--- src/rtl/lsu_pkg.sv ---
// Shared types and constants for the data-stage load/store sequencer.
package lsu_pkg;

  localparam logic [2:0] F3_LB  = 3'b000;
  localparam logic [2:0] F3_LH  = 3'b001;
  localparam logic [2:0] F3_LW  = 3'b010;
  localparam logic [2:0] F3_LBU = 3'b100;
  localparam logic [2:0] F3_LHU = 3'b101;
  localparam logic [2:0] F3_SB  = 3'b000;
  localparam logic [2:0] F3_SH  = 3'b001;
  localparam logic [2:0] F3_SW  = 3'b010;

  typedef enum logic [1:0] {
    FaultOk       = 2'b00,
    FaultMisalign = 2'b01,
    FaultTimeout  = 2'b10,
    FaultIllegal  = 2'b11
  } fault_e;

  typedef enum logic [1:0] {
    StIdle = 2'b00,
    StReq  = 2'b01,
    StResp = 2'b10,
    StDone = 2'b11
  } state_e;

endpackage

--- src/rtl/lsu_lane_align.sv ---
// Combinational legality check, store lane placement and load shift/extend.
module lsu_lane_align
  import lsu_pkg::*;
(
  input  logic        we_i,
  input  logic [2:0]  funct3_i,
  input  logic [1:0]  offset_i,
  input  logic [31:0] wdata_i,
  input  logic [31:0] mem_rdata_i,
  output fault_e      fault_o,
  output logic [3:0]  wstrb_o,
  output logic [31:0] wdata_o,
  output logic [31:0] rdata_o
);

  logic        illegal;
  logic        misalign;
  logic [3:0]  strb_base;
  logic [31:0] shifted;

  always_comb begin
    illegal  = (funct3_i == 3'b011) || (funct3_i == 3'b110) || (funct3_i == 3'b111) ||
               (we_i && funct3_i[2]);
    misalign = ((funct3_i[1:0] == 2'b01) && offset_i[0]) ||
               ((funct3_i[1:0] == 2'b10) && (offset_i != 2'b00));
    if (illegal) begin
      fault_o = FaultIllegal;
    end else if (misalign) begin
      fault_o = FaultMisalign;
    end else begin
      fault_o = FaultOk;
    end

    // Replicating the narrow datum puts it in every lane; the strobe picks the live one.
    case (funct3_i[1:0])
      2'b00: begin
        strb_base = 4'b0001;
        wdata_o   = {4{wdata_i[7:0]}};
      end
      2'b01: begin
        strb_base = 4'b0011;
        wdata_o   = {2{wdata_i[15:0]}};
      end
      default: begin
        strb_base = 4'b1111;
        wdata_o   = wdata_i;
      end
    endcase
    wstrb_o = we_i ? (strb_base << offset_i) : 4'b0000;

    shifted = mem_rdata_i >> {offset_i, 3'b000};
    case (funct3_i[1:0])
      2'b00:   rdata_o = {{24{~funct3_i[2] & shifted[7]}}, shifted[7:0]};
      2'b01:   rdata_o = {{16{~funct3_i[2] & shifted[15]}}, shifted[15:0]};
      default: rdata_o = shifted;
    endcase
  end

endmodule

--- src/rtl/lsu_access_ctrl.sv ---
// Load/store sequencer: latches one MEM-stage access and runs it on a req/gnt/rvalid port.
module lsu_access_ctrl
  import lsu_pkg::*;
#(
  parameter int unsigned TIMEOUT = 64,
  parameter int unsigned CNT_W   = 8
) (
  input  logic        clk,
  input  logic        rst,
  input  logic        ex_valid,
  input  logic        ex_we,
  input  logic [2:0]  ex_funct3,
  input  logic [31:0] ex_addr,
  input  logic [31:0] ex_wdata,
  output logic        stall,
  output logic        done,
  output logic [1:0]  fault,
  output logic [31:0] rdata,
  output logic        mem_req,
  output logic        mem_we,
  output logic [31:0] mem_addr,
  output logic [3:0]  mem_wstrb,
  output logic [31:0] mem_wdata,
  input  logic        mem_gnt,
  input  logic        mem_rvalid,
  input  logic [31:0] mem_rdata
);

  state_e      state_q, state_d;
  logic        we_q, we_d;
  logic [2:0]  f3_q, f3_d;
  logic [1:0]  off_q, off_d;
  logic [CNT_W-1:0] cnt_q, cnt_d;
  logic        mem_req_q, mem_req_d;
  logic        mem_we_q, mem_we_d;
  logic [31:0] mem_addr_q, mem_addr_d;
  logic [3:0]  mem_wstrb_q, mem_wstrb_d;
  logic [31:0] mem_wdata_q, mem_wdata_d;
  fault_e      fault_q, fault_d;
  logic [31:0] rdata_q, rdata_d;

  logic        idle;
  fault_e      lane_fault;
  logic [3:0]  lane_wstrb;
  logic [31:0] lane_wdata;
  logic [31:0] lane_rdata;
  logic        timeout_hit;

  assign idle = (state_q == StIdle);

  // In IDLE the aligner judges the incoming access; afterwards it serves the latched copy.
  lsu_lane_align u_lane_align (
    .we_i        (idle ? ex_we : we_q),
    .funct3_i    (idle ? ex_funct3 : f3_q),
    .offset_i    (idle ? ex_addr[1:0] : off_q),
    .wdata_i     (ex_wdata),
    .mem_rdata_i (mem_rdata),
    .fault_o     (lane_fault),
    .wstrb_o     (lane_wstrb),
    .wdata_o     (lane_wdata),
    .rdata_o     (lane_rdata)
  );

  assign timeout_hit = (TIMEOUT != 0) && (cnt_q == CNT_W'(TIMEOUT - 1));

  always_comb begin
    state_d     = state_q;
    we_d        = we_q;
    f3_d        = f3_q;
    off_d       = off_q;
    cnt_d       = cnt_q;
    mem_req_d   = mem_req_q;
    mem_we_d    = mem_we_q;
    mem_addr_d  = mem_addr_q;
    mem_wstrb_d = mem_wstrb_q;
    mem_wdata_d = mem_wdata_q;
    fault_d     = fault_q;
    rdata_d     = rdata_q;
    unique case (state_q)
      StIdle: begin
        if (ex_valid) begin
          we_d  = ex_we;
          f3_d  = ex_funct3;
          off_d = ex_addr[1:0];
          if (lane_fault == FaultOk) begin
            state_d     = StReq;
            cnt_d       = '0;
            mem_req_d   = 1'b1;
            mem_we_d    = ex_we;
            mem_addr_d  = {ex_addr[31:2], 2'b00};
            mem_wstrb_d = lane_wstrb;
            mem_wdata_d = lane_wdata;
          end else begin
            state_d = StDone;
            fault_d = lane_fault;
            rdata_d = '0;
          end
        end
      end
      StReq: begin
        cnt_d = cnt_q + 1'b1;
        if (mem_gnt) begin
          mem_req_d = 1'b0;
          state_d   = StResp;
        end else if (timeout_hit) begin
          mem_req_d = 1'b0;
          state_d   = StDone;
          fault_d   = FaultTimeout;
          rdata_d   = '0;
        end
      end
      StResp: begin
        cnt_d = cnt_q + 1'b1;
        if (mem_rvalid) begin
          state_d = StDone;
          fault_d = FaultOk;
          rdata_d = we_q ? 32'h0 : lane_rdata;
        end else if (timeout_hit) begin
          state_d = StDone;
          fault_d = FaultTimeout;
          rdata_d = '0;
        end
      end
      StDone: begin
        state_d = StIdle;
        fault_d = FaultOk;
        rdata_d = '0;
      end
    endcase
  end

  always_ff @(posedge clk or posedge rst) begin
    if (rst) begin
      state_q     <= StIdle;
      we_q        <= 1'b0;
      f3_q        <= 3'b000;
      off_q       <= 2'b00;
      cnt_q       <= '0;
      mem_req_q   <= 1'b0;
      mem_we_q    <= 1'b0;
      mem_addr_q  <= '0;
      mem_wstrb_q <= '0;
      mem_wdata_q <= '0;
      fault_q     <= FaultOk;
      rdata_q     <= '0;
    end else begin
      state_q     <= state_d;
      we_q        <= we_d;
      f3_q        <= f3_d;
      off_q       <= off_d;
      cnt_q       <= cnt_d;
      mem_req_q   <= mem_req_d;
      mem_we_q    <= mem_we_d;
      mem_addr_q  <= mem_addr_d;
      mem_wstrb_q <= mem_wstrb_d;
      mem_wdata_q <= mem_wdata_d;
      fault_q     <= fault_d;
      rdata_q     <= rdata_d;
    end
  end

  assign stall     = (idle && ex_valid) || (state_q == StReq) || (state_q == StResp);
  assign done      = (state_q == StDone);
  assign fault     = fault_q;
  assign rdata     = rdata_q;
  assign mem_req   = mem_req_q;
  assign mem_we    = mem_we_q;
  assign mem_addr  = mem_addr_q;
  assign mem_wstrb = mem_wstrb_q;
  assign mem_wdata = mem_wdata_q;

endmodule
--- config.mk ---
export PLATFORM = sky130hd
export DESIGN_NAME = lsu_access_ctrl
export DESIGN_NICKNAME = d
export VERILOG_FILES = /design/src/rtl/lsu_pkg.sv /design/src/rtl/lsu_lane_align.sv /design/src/rtl/lsu_access_ctrl.sv
export SDC_FILE = /design/constraint.sdc
export NUM_CORES = 1
export LEC_CHECK = 0
export CORE_ASPECT_RATIO = 0.75
export CORE_MARGIN = 8
export CORE_UTILIZATION = 40
export CTS_CLUSTER_DIAMETER = 60
export DETAILED_ROUTE_END_ITERATION = 7
export GPL_TIMING_DRIVEN = 0
export HOLD_SLACK_MARGIN = 0.03
export PLACE_DENSITY = 0.73
export RECOVER_POWER = 25
export SETUP_SLACK_MARGIN = 0.15
export SYNTH_ARGS = -nofsm -noshare
export SYNTH_HDL_FRONTEND = slang
export SYNTH_SLANG_ARGS = --single-unit
--- constraint.sdc ---
create_clock -name clk -period 8.1 [get_ports clk]
set_input_delay 0.81 -clock clk [delete_from_list [all_inputs] [get_ports clk]]
set_output_delay 0.81 -clock clk [all_outputs]
set_load 0.005 [all_outputs]
* After elaboration in Yosys (flattened, before gate mapping)
Cells that the tools add are included.
** Storage, ports and cells
- Bits in registers :: 118
- Output and inout bits :: 106
- Word-level logic and storage cells :: 90
** Cells by class
- Add/subtract/negate cells :: 1
- Eq/ne operators :: 14
- Shifts and indexed selects :: 2
- Multiplexer cells :: 36
- Bitwise gates (word level) :: 3
- Reductions and logical operators :: 22
** Operators by type and width (number)
- $mux 32 :: 6
- $pmux 32 s2 :: 2
- $pmux 32 s4 :: 1
- $shr 32x5->32 :: 1
- $mux 2 :: 12
- $mux 8 :: 2
- $pmux 2 s4 :: 2
- $pmux 8 s2 :: 1
- $reduce_and 3->1 :: 3
- $add 8x1->8 const B :: 1
- $eq 8x6->1 const B :: 1
- $pmux 4 s2 :: 1
- $eq 2x2->1 const B :: 3
- $eq 3x3->1 const B :: 2
- $logic_not 2->1 :: 3
- $logic_or 1x1->1 :: 6
- $mux 1 :: 6
- $ne 2x2->1 const B :: 3
- $reduce_bool 2->1 :: 3
- $eq 2x1->1 const B :: 2
- $logic_and 1x1->1 :: 4
- $mux 4 :: 1
- $reduce_and 4->1 :: 1
- $shl 4x2->4 :: 1
- 9 further kinds :: 10

* Logic depth before layout (Yosys ltp)
- Word-level depth :: 11
- Depth in mapped cells :: 12
- Gate-level depth less buffers :: 8

* Modules after synthesis
A second synthesis with hierarchy kept.
** Unflattened totals
- Cell total of the unflattened synthesis :: 668
- Area, all modules :: 6213.5 um^2
** By module, submodules not included
- lsu_access_ctrl :: instances 1, cells an instance 472, area an instance 4872.2 um^2, sequential area each 2952.8 um^2
- lsu_lane_align :: instances 1, cells an instance 196, area an instance 1341.3 um^2, sequential area each 0.0 um^2

* Worst setup path after synthesis
No wires, ideal clock.
- Kind :: reg2out
- Start point :: reg state_q[1]
- End point :: out stall
- Arrival :: 1.746 ns
- Required time :: 7.290 ns
- Setup slack :: 5.544 ns
- Cell stages (with the launch flop) :: 10
- Buffers on the path :: 5
- Cell sequence :: dfrtp_1 > inv_1 > ha_1 > buf_6 > buf_6 > buf_4 > buf_2 > buf_2 > nand2_1 > nand2_1
** On the way
- Cells in the longest elaborated chain, start to end :: 4
- Elaborated cells on any way between the ends :: 6
** RTL lines
- from (decl) :: line lsu_access_ctrl.sv:29 : state_e state_q, state_d;
- from (signal assigned) :: line lsu_access_ctrl.sv:134 : state_q <= StIdle;
- from (signal assigned) :: line lsu_access_ctrl.sv:147 : state_q <= state_d;
- $logic_not 2->1 :: line lsu_access_ctrl.sv:49 : assign idle = (state_q == StIdle);
- $logic_and 1x1->1 :: line lsu_access_ctrl.sv:162 : assign stall = (idle && ex_valid) || (state_q == StReq) || (state_q == StResp);
- $logic_or 1x1->1 :: line lsu_access_ctrl.sv:162
- $logic_or 1x1->1 * :: line lsu_access_ctrl.sv:162
- to (decl) :: line lsu_access_ctrl.sv:15 : output logic stall,
Mark *: on every way between the ends. The rest lies on a longest branch, timed or not.

* Worst setup path in the final report
Same ends and word-level chain as after synthesis.

==> impl_metrics.tcl <==
set metrics [dict create \
    synth_async_sr_flop_share_pct 100 \
    worst_pin_slew_ns 1.31 \
    ctsResizeCount 0 \
    ys.warnings.count 0 \
    grt-ovfl-total 0 \
    drt_iter0_markers 352 \
    setup_viol 0 \
    period_needed_ns 3.87 \
    crit_arrival_ns 3.06 \
    status "complete, no violations" \
    synth-seq-cells 118 \
    grtUsageTotal_pct 20.4 \
    power_density_nw_per_um2 395 \
    cap_violations 0 \
    num_vias 5252 \
    clockRootBuffer "clkbuf_16" \
    drtPass1Iterations 5 \
    maxSlewViolCount 0 \
    pwr-share-clk_pct 22.3 \
    ys_seq_area_share_pct 50.1 \
    synth-main-ff-cell "dfrtp_1" \
    ctsHoldBuffers 0 \
    clk_pin_slew_worst_paths_ns 0.06 \
    synth.largest_area_cell "dfrtp_1" \
    synth_cell_types 57 \
    synthTopCellsByArea "dfrtp_1, mux2_1, mux2i_1" \
    dieArea_um2 18900 \
    p_sw_uw 1310 \
    p_sw_share_pct 37.6 \
    synth_cells 544 \
    slew_headroom_pct 11.9 \
    totalWireLength_um 19100 \
    ios 211 \
    clock.fmax_ghz 0.258 \
    grt_pass1_vias 5407 \
    synthesis.area_um2 5890 \
    num_antenna_cells 0 \
    finalClockSkew_ns 0.00772 \
    pwr-share-seq_pct 28.2 \
    drive_gt1_share_pct 8.67 \
    syn_avg_cell_area_um2 10.8 \
    crit_required_ns 7.29 \
    grt_max_degree 91 \
    p_leak_uw 0.00384 \
    finalWeightedCongestion 0.867 \
    synth_top_cell_area_share_pct 50.1 \
    hold_ws_ns 0.484 \
    pwr-share-comb_pct 49.5 \
    cts_setup_buffers 0 \
    crit_type "reg2out" \
    io_buffers 207 \
    drtAntennaViolNets 0 \
    start_util_pct 40.9 \
    hold_class "reg2reg" \
    irDropWorstVdd_v 0.000220 \
    total_power_uw 3500 \
    antenna_found_initial 0 \
    clk_path_buf_depth 2 \
    critPathMaxFanout 10 \
    finish.instance_area_um2 8850 \
    rsz0062_at_grt "false" \
    cts_sinks 118 \
    rows 38 \
    startpoint_type "register" \
    drc 0 \
    syn_to_final_growth_pct 50.3 \
    fp.dieW_um 156 \
    die_h_um 121 \
    final_common_cell "clkdlybuf4s50_1" \
    cellInternalPower_uw 2180 \
    cts_tree "built" \
    place_area_um2 8250 \
    drt-vias-per-instance 5.34 \
    dp_hpwl_um 14900 \
    finalNetCount 882 \
    final_hold_viol_count 0 \
    core-area_um2 14400 \
    reg2reg_depth 10 \
    hold_path_depth 2 \
    clock_latency_ns 0.43 \
    ff2ff_setup_slack_ns 5.17 \
    layout_common_cells "clkdlybuf4s50_1, dfrtp_1, nand2_1" \
    synth_edf_count 0 \
    critPathCaptureType "primary output" \
    h-tree-depth 4 \
    wire_per_inst_um 19.4 \
    numCtsBuffers 17 \
    post-route-period-util_pct 47.8 \
    setup_tns_ns 0 \
    grt_pass1_wl_um 29900 \
]
final timing paths:
kind	start	end
setup / recovery	state_q[1]	stall
hold / removal	mem_wdata[16]	mem_wdata[16]
setup reg to reg	state_q[1]	mem_addr[31]
hold reg to reg	mem_wdata[16]	mem_wdata[16]
max in group asynchronous	rst	rdata[16]
min in group asynchronous	rst	cnt_q[5]
routing by layer:
layer / wire length [µm] / up-vias / part of all wire [%] / track usage (%)
met5: 0 / - / 0 / 0
met4: 301 / 0 / 1.6 / 7.43
met3: 1890 / 36 / 9.9 / 7.90
met2: 8690 / 238 / 46 / 31.8
met1: 8210 / 2538 / 43 / 25.3
li1: - / 2440 / - / -
cells by family (layout without fill, tap and decap cells):
logic type	count (synthesis)	count (layout)	share of synthesized area, %
compound gates	150	150	17.5
simple gates	139	139	10.8
flops	118	118	50.1
mux	91	91	17.0
buf+inv	40	279	3.44
fa+ha+maj	5	5	1.06
other cells	1	2	0.0637
worst max-delay path: stages, from the launching register on:
cell and delay [ns]:
dfrtp_1 0.43, inv_1 0.10, ha_1 0.16, buf_6 0.14
buf_6 0.15, buf_4 0.21, buf_2 0.26, buf_2 0.25
nand2_1 0.26, nand2_1 0.16, clkdlybuf4s50_1 0.52
through the flow:
stage	instances	utilization (%)	worst slack, ns
3_3_place_gp	952	57.0	2.55
2_1_floorplan	545	-	4.16
6_report	984	61.4	4.23
3_5_place_dp	953	57.2	4.61
5_1_grt	984	61.4	4.05
4_1_cts	984	61.5	4.24
sequential cells by signal, summed over array words and instances (netlist names):
register   count
mem_wdata     32
rdata         32
mem_addr      30
cnt_q          8
mem_wstrb      4
f3_q           3
fault          2
off_q          2
state_q        2
mem_req        1
mem_we         1
we_q           1
cells in the mapped netlist (all sizes together) (5+ instances only):
cell	count
nand2	77
buf	18
nor2	25
o2bb2ai	17
a21oi	37
inv	9
o21ai	50
mux2i	44
dfrtp	118
nand3	12
mux2	47
a32o	7
ha	5
clkbuf	13
a22o	9
power groups by stage:
stage | registers [µW] | logic [µW] | clock network [µW]
4_1_cts | 986 | 1740 | 786
2_1_floorplan | 979 | 960 | 0
5_1_grt | 1020 | 1890 | 813
6_report | 987 | 1730 | 779
3_3_place_gp | 977 | 1690 | 0
3_5_place_dp | 990 | 1730 | 0
cell type report:
cell class / count / area [µm²]
Fill cell: 1183 / 5560
Sequential cell: 118 / 2950
Multi-Input combinational cell: 387 / 2740
Timing Repair Buffer: 208 / 2100
Clock buffer: 20 / 457
Tap cell: 200 / 250
Buffer: 31 / 169
Clock inverter: 11 / 150
Inverter: 9 / 35.0
Power figures use the tool's default switching activity.
